--- src/rtl/instr_fetch.sv ---
// rtl/instr_fetch.sv - instruction fetch stage: PC, req/gnt/rvalid memory port, 2-entry FIFO, redirects.
// Optional misaligned-redirect trap is enabled by defining FETCH_MISALIGN_TRAP_EN.
module instr_fetch #(
    parameter logic [31:0] RESET_PC  = 32'h0000_0000,
    parameter logic [31:0] NOP_INSTR = 32'h0000_0013
) (
    input  logic        clk,
    input  logic        rst,
    input  logic        br_sel,
    input  logic [31:0] alu_data,
    output logic        imem_req,
    output logic [31:0] imem_addr,
    input  logic        imem_gnt,
    input  logic        imem_rvalid,
    input  logic [31:0] imem_rdata,
    output logic [31:0] instr,
    output logic [31:0] pc,
    output logic [31:0] pc_four,
    output logic        instr_valid,
    input  logic        instr_ready
`ifdef FETCH_MISALIGN_TRAP_EN
    ,
    output logic        fetch_misalign
`endif
);

    typedef enum logic [1:0] {IDLE, REQ, WAIT, DROP} state_t;

    state_t      state, state_nxt;
    logic [31:0] fetch_pc, fetch_pc_nxt;
    logic [31:0] req_addr, req_pc;
    logic        stale, stale_nxt;
    logic        push;
    logic        consume, redirect, mis_redirect, halted, halt_nxt;
    logic [31:0] target;
    logic [1:0]  count, count_pp;
    logic [31:0] head_instr, head_pc, tail_instr, tail_pc;
    logic        unused_bits;

    assign unused_bits = ^alu_data[1:0];
    assign instr_valid = (count != 2'd0);
    assign consume     = instr_valid && instr_ready;
    assign redirect    = consume && br_sel;
    assign halt_nxt    = redirect ? mis_redirect : halted;
    assign count_pp    = count + 2'd1 - {1'b0, consume};

    assign instr   = instr_valid ? head_instr : NOP_INSTR;
    assign pc      = instr_valid ? head_pc : fetch_pc;
    assign pc_four = pc + 32'd4;

`ifdef FETCH_MISALIGN_TRAP_EN
    logic head_mis;

    assign target       = {alu_data[31:1], 1'b0};
    assign mis_redirect = redirect && alu_data[1];

    // The trap entry is only ever written into an empty FIFO, so only the head needs a flag.
    always_ff @(posedge clk) begin
        if (rst) begin
            halted   <= 1'b0;
            head_mis <= 1'b0;
        end else if (redirect) begin
            halted   <= mis_redirect;
            head_mis <= mis_redirect;
        end else if (push || consume) begin
            head_mis <= 1'b0;
        end
    end

    assign fetch_misalign = instr_valid && head_mis;
`else
    assign target       = {alu_data[31:2], 2'b00};
    assign mis_redirect = 1'b0;
    assign halted       = 1'b0;
`endif

    always_comb begin
        state_nxt    = state;
        stale_nxt    = stale;
        fetch_pc_nxt = redirect ? target : fetch_pc;
        push         = 1'b0;
        imem_req     = 1'b0;
        imem_addr    = fetch_pc;
        case (state)
            IDLE: begin
                if (!halt_nxt && (redirect || count != 2'd2))
                    state_nxt = REQ;
            end
            REQ: begin
                imem_req  = 1'b1;
                imem_addr = req_addr;
                if (imem_gnt) begin
                    if (redirect) begin
                        state_nxt = DROP;
                        stale_nxt = 1'b0;
                    end else begin
                        state_nxt = WAIT;
                    end
                end else if (redirect) begin
                    stale_nxt = 1'b1;
                end
            end
            WAIT: begin
                if (imem_rvalid) begin
                    stale_nxt = 1'b0;
                    if (redirect) begin
                        state_nxt = IDLE;
                    end else if (stale) begin
                        state_nxt = halt_nxt ? IDLE : REQ;
                    end else begin
                        push         = 1'b1;
                        fetch_pc_nxt = fetch_pc + 32'd4;
                        state_nxt    = (count_pp != 2'd2) ? REQ : IDLE;
                    end
                end else if (redirect) begin
                    stale_nxt = 1'b1;
                end
            end
            DROP: begin
                if (imem_rvalid) begin
                    state_nxt = IDLE;
                    stale_nxt = 1'b0;
                end
            end
            default: state_nxt = IDLE;
        endcase
    end

    // req_addr freezes the issued address so a redirect cannot disturb a request awaiting gnt.
    always_ff @(posedge clk) begin
        if (rst) begin
            state    <= IDLE;
            fetch_pc <= RESET_PC;
            req_addr <= RESET_PC;
            req_pc   <= RESET_PC;
            stale    <= 1'b0;
        end else begin
            state    <= state_nxt;
            fetch_pc <= fetch_pc_nxt;
            stale    <= stale_nxt;
            if (state_nxt == REQ && state != REQ)
                req_addr <= fetch_pc_nxt;
            if (state == REQ && imem_gnt)
                req_pc <= req_addr;
        end
    end

    always_ff @(posedge clk) begin
        if (rst) begin
            count      <= 2'd0;
            head_instr <= NOP_INSTR;
            head_pc    <= RESET_PC;
            tail_instr <= NOP_INSTR;
            tail_pc    <= RESET_PC;
        end else if (redirect) begin
            count      <= mis_redirect ? 2'd1 : 2'd0;
            head_instr <= NOP_INSTR;
            head_pc    <= target;
        end else begin
            case ({push, consume})
                2'b10: begin
                    if (count == 2'd0) begin
                        head_instr <= imem_rdata;
                        head_pc    <= req_pc;
                    end else begin
                        tail_instr <= imem_rdata;
                        tail_pc    <= req_pc;
                    end
                    count <= count + 2'd1;
                end
                2'b01: begin
                    head_instr <= tail_instr;
                    head_pc    <= tail_pc;
                    count      <= count - 2'd1;
                end
                2'b11: begin
                    if (count == 2'd1) begin
                        head_instr <= imem_rdata;
                        head_pc    <= req_pc;
                    end else begin
                        head_instr <= tail_instr;
                        head_pc    <= tail_pc;
                        tail_instr <= imem_rdata;
                        tail_pc    <= req_pc;
                    end
                end
                default: ;
            endcase
        end
    end

endmodule

--- config.mk ---
export PLATFORM = sky130hd
export DESIGN_NAME = instr_fetch
export DESIGN_NICKNAME = d
export VERILOG_FILES = /design/src/rtl/instr_fetch.sv
export SDC_FILE = /design/constraint.sdc
export NUM_CORES = 1
export LEC_CHECK = 0
export BUFFER_PORTS_ARGS = -buffer_cell sky130_fd_sc_hd__buf_2
export CAP_MARGIN = 40
export CORE_ASPECT_RATIO = 2
export CORE_MARGIN = 2
export CORE_UTILIZATION = 43
export DETAILED_ROUTE_END_ITERATION = 6
export GPL_TIMING_DRIVEN = 0
export SLEW_MARGIN = 40
export SYNTH_ARGS = -nofsm -noshare
export SYNTH_HDL_FRONTEND = slang
export SYNTH_SLANG_ARGS = --single-unit
--- constraint.sdc ---
create_clock -name clk -period 3.4 [get_ports clk]
set_input_delay 0.17 -clock clk [delete_from_list [all_inputs] [get_ports clk]]
set_output_delay 0.17 -clock clk [all_outputs]
set_load 0.005 [all_outputs]
==> key figures, run 1 <==
Status
  • Outcome: finished clean

Worst setup path
  • Endpoint required time on the critical path: 3.23 ns
  • Capture instance of the worst register-to-register path: head_pc[2]$_SDFFE_PP0P_
  • Worst R2R Setup Slack: 0.16 ns
  • Worst-path fanout max: 7
  • Worst setup path startpoint: count[1]$_SDFFE_PP0P_
  • Worst setup SP type: flip-flop
  • Cells along the critical path: inv_2 -> ha_4 -> buf_12 -> buf_12 -> clkbuf_16 -> mux2i_4 -> inv_2 -> ha_4 -> inv_2 -> a211oi_4 -> buf_6 -> nand4_1 -> buf_6 -> nor3b_4 -> xor2_1 -> buf_2
  • Number of buffers and inverters on the critical path: 9
  • CP endpoint kind: output port
  • Most frequent CP cell: sky130_fd_sc_hd__inv_2
  • Top delay family on crit path: buffers and inverters
  • Library cell contributing the largest single delay on the critical path: sky130_fd_sc_hd__dfxtp_2
  • Arrival time of the worst setup path: 3.16 ns
  • Worst Reg-to-Reg Cells: 16
  • Worst Setup Path Type: flip-flop to output port
  • Largest stage delay on the critical path: 0.33 ns
  • Launch point of the worst reg-to-reg path: count[1]$_SDFFE_PP0P_

Floorplanning
  • Cell row count: 83
  • Die Ht: 232 um
  • I/O pin count: 200
  • Die Wd: 118 um
  • Full die area: 27300 sq um
  • Area of the core: 25700 sq um
  • Starting Density: 43.5%

STA
  • Transition time of the tightest slew-check pin: 0.884 ns
  • Maximum operating frequency: 301 MHz
  • Total count of hold-check failures in the final report: 0
  • Setup tns final: 0 ns
  • Final critical-path required period: 3.33 ns
  • Worst Setup Slack, final: 0.0747 ns
  • Number of setup violations in the final report: 0
  • Final Max Tran Viols: 0
  • Maximum clock skew at final layout: 0.0101 ns
  • Worst slew margin: 41.0%
  • Period utilisation layout: about 98%
  • Worst hold margin: ~0.015 ns

Synth
  • Largest area contributor in the netlist: sky130_fd_sc_hd__dfxtp_1
  • Synthesized cell area: 11200 sq um
  • Distinct cells, synth: 74
  • EDFF count, synth: 0
  • Syn_nets: 1451
  • Instance count of the mapped netlist: between 1000 and 1500
  • Yosys warning total: 0
  • Mean area per synthesized cell: 8.16 sq um
  • Leading cell types by total area after synthesis: sky130_fd_sc_hd__dfxtp_1 41%, sky130_fd_sc_hd__nand2_1 9.1%, sky130_fd_sc_hd__a21oi_1 7.0%, sky130_fd_sc_hd__mux2_2 5.5%, sky130_fd_sc_hd__a221oi_1 4.8%
  • Fraction of post-synthesis cell area in the top cell type by area: 41.1%
  • Register bit count reported by yosys: 229
  • FFs w/ async S/R, synth: 0%
  • Fraction of the yosys area taken by sequential cells: 41.1%
  • Main flop type after synthesis: sky130_fd_sc_hd__dfxtp_1

GRT
  • Overall Global Routing Usage: a little under a third
  • Aggregate global routing overflow: 0
  • Wire length of the first global-routing pass: 64300 um
  • Number of antenna violations at the first check in global routing: 0
  • Largest net degree at the start of global routing: 16
  • Number of global-route vias before repair: 11500

Route
  • Number of detailed-route iterations in the first pass: 5
  • Routed len/inst: 21.7 um
  • Final Routed Wirelength: 43200 um
  • Antenna viol nets, final: 0
  • First DRT Iteration DRCs: 813
  • Vias: approximately 11000
  • Via-per-instance ratio: approximately 5.7
  • Number of remaining DRC errors: 0

Power and ir drop
  • Power density over the cells: ~600 nW/um^2
  • Worst vdd rail ir drop: approximately 0.30 mV
  • Static Leak: 5.74 nW

Placement
  • Final Wtd Congestion: a little over 0.9
  • Detailed-placement wirelength estimate: ~32000 um
  • DP Worst Slack: -1.30 ns
  • Number of port buffers: 196
  • Cell Count Post-Placement: 1905

Finish
  • Number of standard cells in the final layout excluding fillers: 1993
  • Relative area change from synthesis to final layout: 25.8%
  • Total inserted antenna cells: 0
  • Number of nets at the end of the flow: 1723
  • Share of final-layout standard cells stronger than drive strength 1: 23.7%

Min path
  • Worst hold path class: input port to flip-flop
  • Hold Startpoint: alu_data[18]
  • Worst hold endpoint: fetch_pc[18]$_SDFF_PP0_
  • Hold Crit Depth: 3

Clock network
  • Clock latency on the worst-skew pair: 0.52 ns
  • Clock-pin slew reported for the worst setup and hold paths after clock tree synthesis: 0.07 ns
  • H-Tree Depth: 1
  • Number of clock sinks: about 230
  • Clock Tree Root: sky130_fd_sc_hd__clkbuf_16
  • CTS max path bufs: 3
  • TritonCTS clock tree: done
  • Total clock buffers created by CTS: 22

Run
  • Maximum capacitance violations: 0
## registers in the layout, summed over array words and instances, names as in the netlist
signal      count
count           2
state           2
tail_pc        32
req_addr       32
req_pc         32
fetch_pc       32
head_pc        32
stale           1
tail_instr     32
head_instr     32
## worst max path at each step
stage,cells after the start,end
global placement,14,head_pc[27]$_SDFFE_PP0P_
floorplan,14,head_pc[15]$_SDFFE_PP0P_
detailed placement,14,head_pc[27]$_SDFFE_PP0P_
finish,16,pc_four[24]
global route,16,pc_four[24]
CTS,15,head_pc[23]$_SDFFE_PP0P_
## kinds of logic (layout without fill, tap and decap cells)
group	count (synthesis)	after routing	share of synthesized area, %
simple gates	566	566	23.6
compound gates	309	309	17.9
flops	229	229	41.1
buf+inv	130	414	4.96
mux	66	66	6.58
xor+xnor	57	57	4.47
fa+ha+maj	12	12	1.34
## cell usage in the layout, fill, tap and decap left out, types with 5 or more instances in the layout
master / count
sky130_fd_sc_hd__clkbuf_4: 5
sky130_fd_sc_hd__ha_1: 10
sky130_fd_sc_hd__a21oi_1: 157
sky130_fd_sc_hd__clkbuf_16: 24
sky130_fd_sc_hd__and2_1: 13
sky130_fd_sc_hd__dfxtp_1: 227
sky130_fd_sc_hd__nor3_1: 42
sky130_fd_sc_hd__nand4_1: 14
sky130_fd_sc_hd__buf_2: 211
sky130_fd_sc_hd__xnor2_1: 30
sky130_fd_sc_hd__a21o_1: 10
sky130_fd_sc_hd__nor2_1: 111
sky130_fd_sc_hd__mux2_2: 54
sky130_fd_sc_hd__and3_1: 16
sky130_fd_sc_hd__buf_4: 20
sky130_fd_sc_hd__clkbuf_1: 64
sky130_fd_sc_hd__a21boi_0: 5
sky130_fd_sc_hd__inv_1: 18
sky130_fd_sc_hd__o21ai_0: 29
sky130_fd_sc_hd__nor2b_1: 33
sky130_fd_sc_hd__a211oi_1: 6
sky130_fd_sc_hd__nand3_1: 17
sky130_fd_sc_hd__a221oi_1: 60
sky130_fd_sc_hd__xor2_1: 27
sky130_fd_sc_hd__dlygate4sd3_1: 38
sky130_fd_sc_hd__mux2i_1: 9
sky130_fd_sc_hd__nand2_1: 268
sky130_fd_sc_hd__clkbuf_2: 10
## cells in the mapped netlist (all sizes together), types with 4 or more instances
| cell | instances |
|---|---|
| nand3 | 20 |
| o22ai | 4 |
| ha | 12 |
| dfxtp | 229 |
| a21boi | 8 |
| nand2 | 270 |
| clkbuf | 75 |
| a221oi | 61 |
| xor2 | 27 |
| a21oi | 158 |
| nand4 | 15 |
| and3b | 5 |
| mux2i | 10 |
| or2 | 4 |
| nand3b | 6 |
| nor2 | 114 |
| a211oi | 9 |
| xnor2 | 30 |
| nor4 | 9 |
| nor3b | 4 |
| a21o | 10 |
| nor2b | 33 |
| o21ai | 32 |
| inv | 22 |
| nor3 | 44 |
| and3 | 16 |
| buf | 33 |
| mux2 | 56 |
| and2 | 14 |
## power breakdown
group	internal, mW	switching, mW
combinational	1.11	1.79
clock	1.45	1.09
sequential	2.97	0.202
total	5.53	3.09
## area by class of cell
type,instances,area [sq um]
clock buffers,29,628
clock inverters,7,88.8
flip-flops and latches,229,4590
repair buffers,250,1490
well taps,340,425
fillers,2550,11600
multi-input cells,1010,6190
inverters,22,82.6
plain buffers,106,548
## metrics by stage
stage               power, mW  area (sq um)  util (%)
floorplan                4.75         11200         -
global placement         5.78         12600      49.0
detailed placement       5.81         12600      49.0
CTS                      8.55         13900      54.4
global route             8.94         14000      54.7
finish                   8.61         14000      54.7
## what timing repair did
action                                  in CTS  in global routing
pin swaps                                    6                 11
setup buffers                               15                  2
gates resized for setup                     50                 29
hold buffers                                38                  0
endpoints found under the setup margin     152                127
endpoints found under the hold margin       65                  0
## per-layer routing
layer	wire length (um)	global-route usage, %	up-vias
met2	22800	58.1	490
met1	14600	30.1	5351
met5	0	0	-
met4	3260	22.5	0
li1	-	-	5292
met3	2560	3.68	167
## tightest hold or removal path, cell delays in order
cell and delay, ns:
sky130_fd_sc_hd__buf_2 0.11, sky130_fd_sc_hd__nor2_1 0.13, sky130_fd_sc_hd__a211oi_1 0.06
No activity file was read; power rests on OpenSTA's default activity.
==> run 2, diff against run 1 <==
--- a/config.mk
+++ b/config.mk
@@ -8,7 +8,7 @@
 export BUFFER_PORTS_ARGS = -buffer_cell sky130_fd_sc_hd__buf_2
 export CAP_MARGIN = 40
 export CORE_ASPECT_RATIO = 2
-export CORE_MARGIN = 2
+export CORE_MARGIN = 5
 export CORE_UTILIZATION = 43
 export DETAILED_ROUTE_END_ITERATION = 6
 export GPL_TIMING_DRIVEN = 0
==> run 2 against run 1 <==
Effect of this change: cell area up 0.56%; global-route usage shrank 1.4 points; count of clock-buffer cells in the layout rose by 1; non-clock buffer count increased by 4; via count is 1.3% higher; die area up 7.8%; routed wire length grew 3.4%; sequential share of layout area decreased by 0.20 points; critical path depth fell by 4; largest power group unchanged; sequential power barely moved; fmax hardly changed; core utilization up 0.31 points.
==> key figures, run 2 (synthesized netlist as in run 1, its figures left out) <==
Status
  • Outcome: finished clean

STA
  • Transition time of the tightest slew-check pin: between 0.9 and 1 ns
  • Final Max Tran Viols: 0
  • Final critical-path required period: 3.32 ns
  • Period utilisation layout: 97.8%
  • Total count of hold-check failures in the final report: 0
  • Worst slew margin: 39.0%
  • Maximum operating frequency: 301 MHz
  • Maximum clock skew at final layout: about 0.013 ns
  • Number of setup violations in the final report: 0

GRT
  • Aggregate global routing overflow: 0
  • Number of global-route vias before repair: 11200
  • Wire length of the first global-routing pass: roughly 65000 um
  • Number of antenna violations at the first check in global routing: 0
  • Overall Global Routing Usage: around 29%
  • Largest net degree at the start of global routing: 16

Floorplanning
  • Starting Density: approximately 44%
  • I/O pin count: 200
  • Area of the core: roughly 26000 sq um
  • Full die area: between 20000 and 30000 sq um
  • Cell row count: 83
  • Die Ht: 238 um
  • Die Wd: 124 um

Worst setup path
  • CP endpoint kind: output port
  • Worst-path fanout max: 6
  • Worst Setup Path Type: flip-flop to output port
  • Worst setup SP type: flip-flop
  • Arrival time of the worst setup path: 3.15 ns
  • Endpoint required time on the critical path: 3.23 ns

Placement
  • Area of placed instances: 12600 sq um
  • Number of port buffers: 196
  • Final Wtd Congestion: 0.944
  • Detailed-placement wirelength estimate: 33200 um

Finish
  • Total inserted antenna cells: 0
  • Relative area change from synthesis to final layout: 26.5%
  • Fill cell instance count of the final layout: 2546
  • Highest-count cells in the layout ignoring fill and taps: 268 x sky130_fd_sc_hd__nand2_1, 227 x sky130_fd_sc_hd__dfxtp_1, 210 x sky130_fd_sc_hd__buf_2
  • Share of final-layout standard cells stronger than drive strength 1: 23.9%
  • Final core utilization: 55.0%
  • Commonest non-fill, non-tap cell in the layout: sky130_fd_sc_hd__nand2_1
  • Number of nets at the end of the flow: 1727
  • Final Instance Area: 14100 sq um

Route
  • Antenna viol nets, final: 0
  • Number of detailed-route iterations in the first pass: 5
  • WL met3: 3270 um
  • Via-per-instance ratio: 5.72
  • Number of remaining DRC errors: 0
  • Routed len/inst: 22.3 um
  • Final Routed Wirelength: 44600 um
  • Max Used Layer: met4
  • Met2 wirelength from detailed routing: ~24000 um
  • Vias: between 10000 and 15000
  • First DRT Iteration DRCs: 957
  • Post-Route M1 WL: 14800 um

Min path
  • Worst hold path class: input port to flip-flop

Clock network
  • Total clock buffers created by CTS: 22
  • Clock Tree Root: sky130_fd_sc_hd__clkbuf_16
  • Clock latency on the worst-skew pair: 0.52 ns
  • TritonCTS clock tree: done
  • CTS max path bufs: 3
  • H-Tree Depth: 1
  • Clock-pin slew reported for the worst setup and hold paths after clock tree synthesis: about 0.07 ns
  • Number of clock sinks: 229

Power and ir drop
  • Power density over the cells: 625 nW/um^2
  • Static Leak: 5.76 nW
  • Overall power after layout: 8.83 mW
  • Worst vdd rail ir drop: 0.474 mV

Run
  • Maximum capacitance violations: 0
==> run 2: cell count changes in the layout (fill, tap and decap cells not counted), moves of 2 or more <==
cell	delta
sky130_fd_sc_hd__clkbuf_2	-2
sky130_fd_sc_hd__buf_4	+5
sky130_fd_sc_hd__bufinv_16	+2
sky130_fd_sc_hd__nor2_2	-2
==> run 2: layout make-up <==
type	instances	area, sq um	share of cell area [%]
Buffer	105	518	3.67
Clock buffer	30	642	4.55
Clock inverter	10	153	1.08
Inverter	22	85.1	0.603
Multi-Input combinational cell	1010	6170	43.7
Sequential cell	229	4590	32.5
Tap cell	340	425	3.01
Timing Repair Buffer	255	1540	10.9
==> run 2: critical path: stages, from the launching register on <==
cell and delay, ns:
sky130_fd_sc_hd__dfxtp_2 0.34, sky130_fd_sc_hd__inv_2 0.06, sky130_fd_sc_hd__ha_4 0.20, sky130_fd_sc_hd__buf_12 0.14, sky130_fd_sc_hd__buf_12 0.12, sky130_fd_sc_hd__buf_4 0.18, sky130_fd_sc_hd__and3b_1 0.24, sky130_fd_sc_hd__o2111ai_1 0.12
sky130_fd_sc_hd__nand2b_1 0.34, sky130_fd_sc_hd__nand3b_1 0.33, sky130_fd_sc_hd__nor3_1 0.27, sky130_fd_sc_hd__xor2_1 0.17, sky130_fd_sc_hd__buf_2 0.13
==> run 2: power by group <==
group          total (mW)  internal (mW)  switching (mW)
Combinational        2.89           1.09            1.80
Sequential           3.18           2.97           0.205
Clock                2.76           1.63            1.13
Total                8.83           5.69            3.13
==> run 2: final timing paths <==
path / from / to / slack, ns / cells past startpoint
hold / removal: alu_data[19] / head_pc[19]$_SDFFE_PP0P_ / 0.007 / 3
hold reg to reg: tail_instr[10]$_SDFFE_PP0P_ / tail_instr[10]$_SDFFE_PP0P_ / 0.45 / 2
setup reg to reg: count[0]$_SDFFE_PP0P_ / head_pc[3]$_SDFFE_PP0P_ / 0.14 / 16
setup / recovery: count[0]$_SDFFE_PP0P_ / pc_four[31] / 0.08 / 12
==> run 2: per-stage QoR <==
step	setup TNS, ns	instances	worst slack, ns	hold slack (ns)
floorplan	0	1369	0.507	0.294
global placement	-87.99	1905	-1.24	0.420
detailed placement	-94.52	1905	-1.27	0.424
CTS	0	1998	0.0110	0.00746
global route	-0.00551	2001	-0.00551	0.0450
finish	0	2001	0.0754	0.00728
==> run 2: layer usage <==
metal  GRT usage [%]  vias to the layer above
met4            16.8                        0
met2            54.4                      579
li1                -                     5304
met3            3.82                      157
met5               0                        -
met1            30.2                     5405
==> run 2: what timing repair did <==
item                                    CTS  global route
setup buffers                            16             6
cloned                                    0             0
resized for setup                        57            15
hold buffers                             38             0
endpoints found under the hold margin    66             0
pin swaps                                 5             6
endpoints found under the setup margin  152           128
==> run 3, diff against run 2 <==
==> constraint.sdc (replaced) <==
create_clock -name clk -period 3.4 [get_ports clk]
set_input_delay 0.68 -clock clk [delete_from_list [all_inputs] [get_ports clk]]
set_output_delay 0.68 -clock clk [all_outputs]
set_load 0.005 [all_outputs]
==> run 3 against run 2 <==
Effect of this change: largest power group unchanged; critical path depth grew 5; critical endpoint is now pc_four[24]; global-route usage is 0.32 points higher; register-to-register slack worse by 0.08 ns; cell area up 1.1%; the run now ends with setup timing left; worst setup slack got worse by 0.52 ns; non-clock buffer count down 11; core utilization is 0.63 points higher.
==> key figures, run 3 (synthesized netlist as in run 1, its figures left out) <==
Placement
  • Final Wtd Congestion: about 0.94
  • Number of port buffers: between 150 and 200
  • Cell Count Post-Placement: 1905
  • Detailed-placement wirelength estimate: ~33000 um

Power and ir drop
  • Worst vdd rail ir drop: around 0.46 mV
  • Overall power after layout: 9.02 mW
  • Power density over the cells: 632 nW/um^2
  • Share of total power in sequential cells: a little over a third
  • Cell-internal power: 5.81 mW
  • Static Leak: approximately 5.9 nW
  • Switching power share of the total: 35.6%
  • Fraction of power consumed by the clock network: between 30% and 40%
  • Comb power frac: 34.1%
  • Power dissipated by switching net loads: 3.21 mW

Floorplanning
  • Starting Density: 43.5%
  • I/O pin count: 200
  • Full die area: 29500 sq um
  • Cell row count: 83
  • Die Ht: about 240 um
  • Area of the core: 25700 sq um
  • Die Wd: 124 um

Clock network
  • Clock Tree Root: sky130_fd_sc_hd__clkbuf_16
  • TritonCTS clock tree: done
  • Clock latency on the worst-skew pair: around 0.53 ns
  • Cts-stage hold buffer count: 0
  • Total clock buffers created by CTS: 22
  • H-Tree Depth: 1
  • Clock-pin slew reported for the worst setup and hold paths after clock tree synthesis: 0.07 ns
  • Number of clock sinks: around 230
  • CTS max path bufs: 3

Run
  • Maximum capacitance violations: 0

Route
  • Antenna viol nets, final: 0
  • First DRT Iteration DRCs: ~860
  • Via-per-instance ratio: around 5.8
  • Number of detailed-route iterations in the first pass: 5
  • Number of remaining DRC errors: 0
  • Routed len/inst: ~23 um
  • Final Routed Wirelength: between 40000 and 50000 um
  • Vias: 11500

GRT
  • Aggregate global routing overflow: 0
  • Number of global-route vias before repair: 11300
  • Overall Global Routing Usage: 29.5%
  • Wire length of the first global-routing pass: approximately 66000 um
  • Number of antenna violations at the first check in global routing: 0
  • Largest net degree at the start of global routing: 16

STA
  • Setup repair after global routing missed its margin: yes
  • Period utilisation layout: 113%
  • Maximum clock skew at final layout: 0.0113 ns
  • Number of setup violations in the final report: 23
  • Worst Setup Slack, final: -0.445 ns
  • Final critical-path required period: 3.85 ns
  • Maximum operating frequency: 260 MHz
  • Transition time of the tightest slew-check pin: 0.946 ns
  • Final Max Tran Viols: 0
  • Total count of hold-check failures in the final report: 0
  • Worst slew margin: 36.9%

Worst setup path
  • Number of buffers and inverters on the critical path: 10
  • Worst Setup Path Type: flip-flop to output port
  • Arrival time of the worst setup path: 3.17 ns
  • Top delay family on crit path: buffers and inverters
  • Worst-path fanout max: 4
  • Largest stage delay on the critical path: 0.35 ns
  • Library cell contributing the largest single delay on the critical path: sky130_fd_sc_hd__dfxtp_2
  • CP endpoint kind: output port
  • Worst setup SP type: flip-flop
  • Endpoint required time on the critical path: 2.72 ns
  • Cells along the critical path: inv_2 -> ha_4 -> buf_12 -> buf_12 -> clkbuf_16 -> mux2i_4 -> inv_2 -> ha_4 -> inv_2 -> a211oi_4 -> buf_6 -> nand4_1 -> buf_6 -> buf_6 -> nor3b_2 -> xor2_1 -> buf_2

Finish
  • Final core utilization: 55.7%
  • Number of standard cells in the final layout excluding fillers: 1990
  • Total inserted antenna cells: 0
  • Share of final-layout standard cells stronger than drive strength 1: 28.1%
  • Number of nets at the end of the flow: approximately 1700
  • Relative area change from synthesis to final layout: 27.9%
  • Commonest non-fill, non-tap cell in the layout: sky130_fd_sc_hd__nand2_1
  • Fill cell instance count of the final layout: 2500
  • Highest-count cells in the layout ignoring fill and taps: 265 x sky130_fd_sc_hd__nand2_1, 227 x sky130_fd_sc_hd__dfxtp_1, 212 x sky130_fd_sc_hd__buf_2

Min path
  • Worst hold path class: input port to flip-flop

Status
  • Failing checks: setup timing
  • Outcome: complete, but fails checks
[run 3: layer usage]
layer,track usage [%],vias up,part of all wire [%]
li1,-,5292,-
met1,30.7,5488,34
met2,54.2,534,53
met3,4.08,173,6.5
met4,17.9,0,6.8
met5,0,-,0
[run 3: through the flow]
step	TNS, ns	hold slack [ns]	cell area, sq um	setup WS [ns]
after global routing	-8.58	0.419	14300	-0.550
after CTS	-6.28	0.387	14000	-0.443
after global placement	-96.53	0.441	12600	-1.63
after detailed placement	-102.85	0.446	12600	-1.62
final	-6.35	0.402	14300	-0.445
after floorplan	0	0.436	11200	0.0308
[run 3: what timing repair did]
action	4_1_cts	5_1_grt
buffers inserted	37	11
pin swaps	21	17
endpoints found under the setup margin	232	132
gates resized for setup	105	50
gates cloned	0	1
[run 3: final timing paths]
check	from	to	slack, ns	depth (start not counted)
max	count[0]$_SDFFE_PP0P_	pc_four[24]	-0.45	17
min	imem_rdata[22]	tail_instr[22]$_SDFFE_PP0P_	0.40	3
min reg2reg	tail_instr[9]$_SDFFE_PP0P_	tail_instr[9]$_SDFFE_PP0P_	0.45	2
max reg2reg	count[0]$_SDFFE_PP0P_	head_pc[2]$_SDFFE_PP0P_	0.06	17
[run 3: cell type report]
class / instances / area (sq um) / share of cell area (%)
Clock buffer: 30 / 642 / 4.49
Inverter: 22 / 82.6 / 0.578
Timing Repair Buffer: 244 / 1420 / 9.92
Sequential cell: 229 / 4590 / 32.1
Clock inverter: 10 / 153 / 1.07
Multi-Input combinational cell: 1010 / 6400 / 44.8
Tap cell: 340 / 425 / 2.98
Buffer: 105 / 579 / 4.06
[run 3: power groups by stage]
stage | Sequential [mW] | Clock (mW) | Combinational [mW]
after global routing | 3.21 | 2.86 | 3.25
after global placement | 3.22 | 0 | 2.58
final | 3.18 | 2.76 | 3.08
after CTS | 3.17 | 2.77 | 2.92
after floorplan | 3.16 | 0 | 1.59
after detailed placement | 3.23 | 0 | 2.59
[run 3: worst reg2reg max path, stage by stage (launching register included)]
cell and delay [ns]:
sky130_fd_sc_hd__dfxtp_2 0.35, sky130_fd_sc_hd__inv_2 0.05, sky130_fd_sc_hd__ha_4 0.19, sky130_fd_sc_hd__buf_4 0.14, sky130_fd_sc_hd__buf_4 0.12, sky130_fd_sc_hd__nand3b_4 0.21, sky130_fd_sc_hd__clkbuf_8 0.23, sky130_fd_sc_hd__buf_4 0.21
sky130_fd_sc_hd__nand2_1 0.10, sky130_fd_sc_hd__inv_1 0.09, sky130_fd_sc_hd__ha_1 0.20, sky130_fd_sc_hd__nand2_1 0.14, sky130_fd_sc_hd__nand2_2 0.23, sky130_fd_sc_hd__buf_4 0.29, sky130_fd_sc_hd__a221oi_1 0.34, sky130_fd_sc_hd__a21oi_1 0.13
sky130_fd_sc_hd__a21oi_1 0.14, sky130_fd_sc_hd__nor2_1 0.05
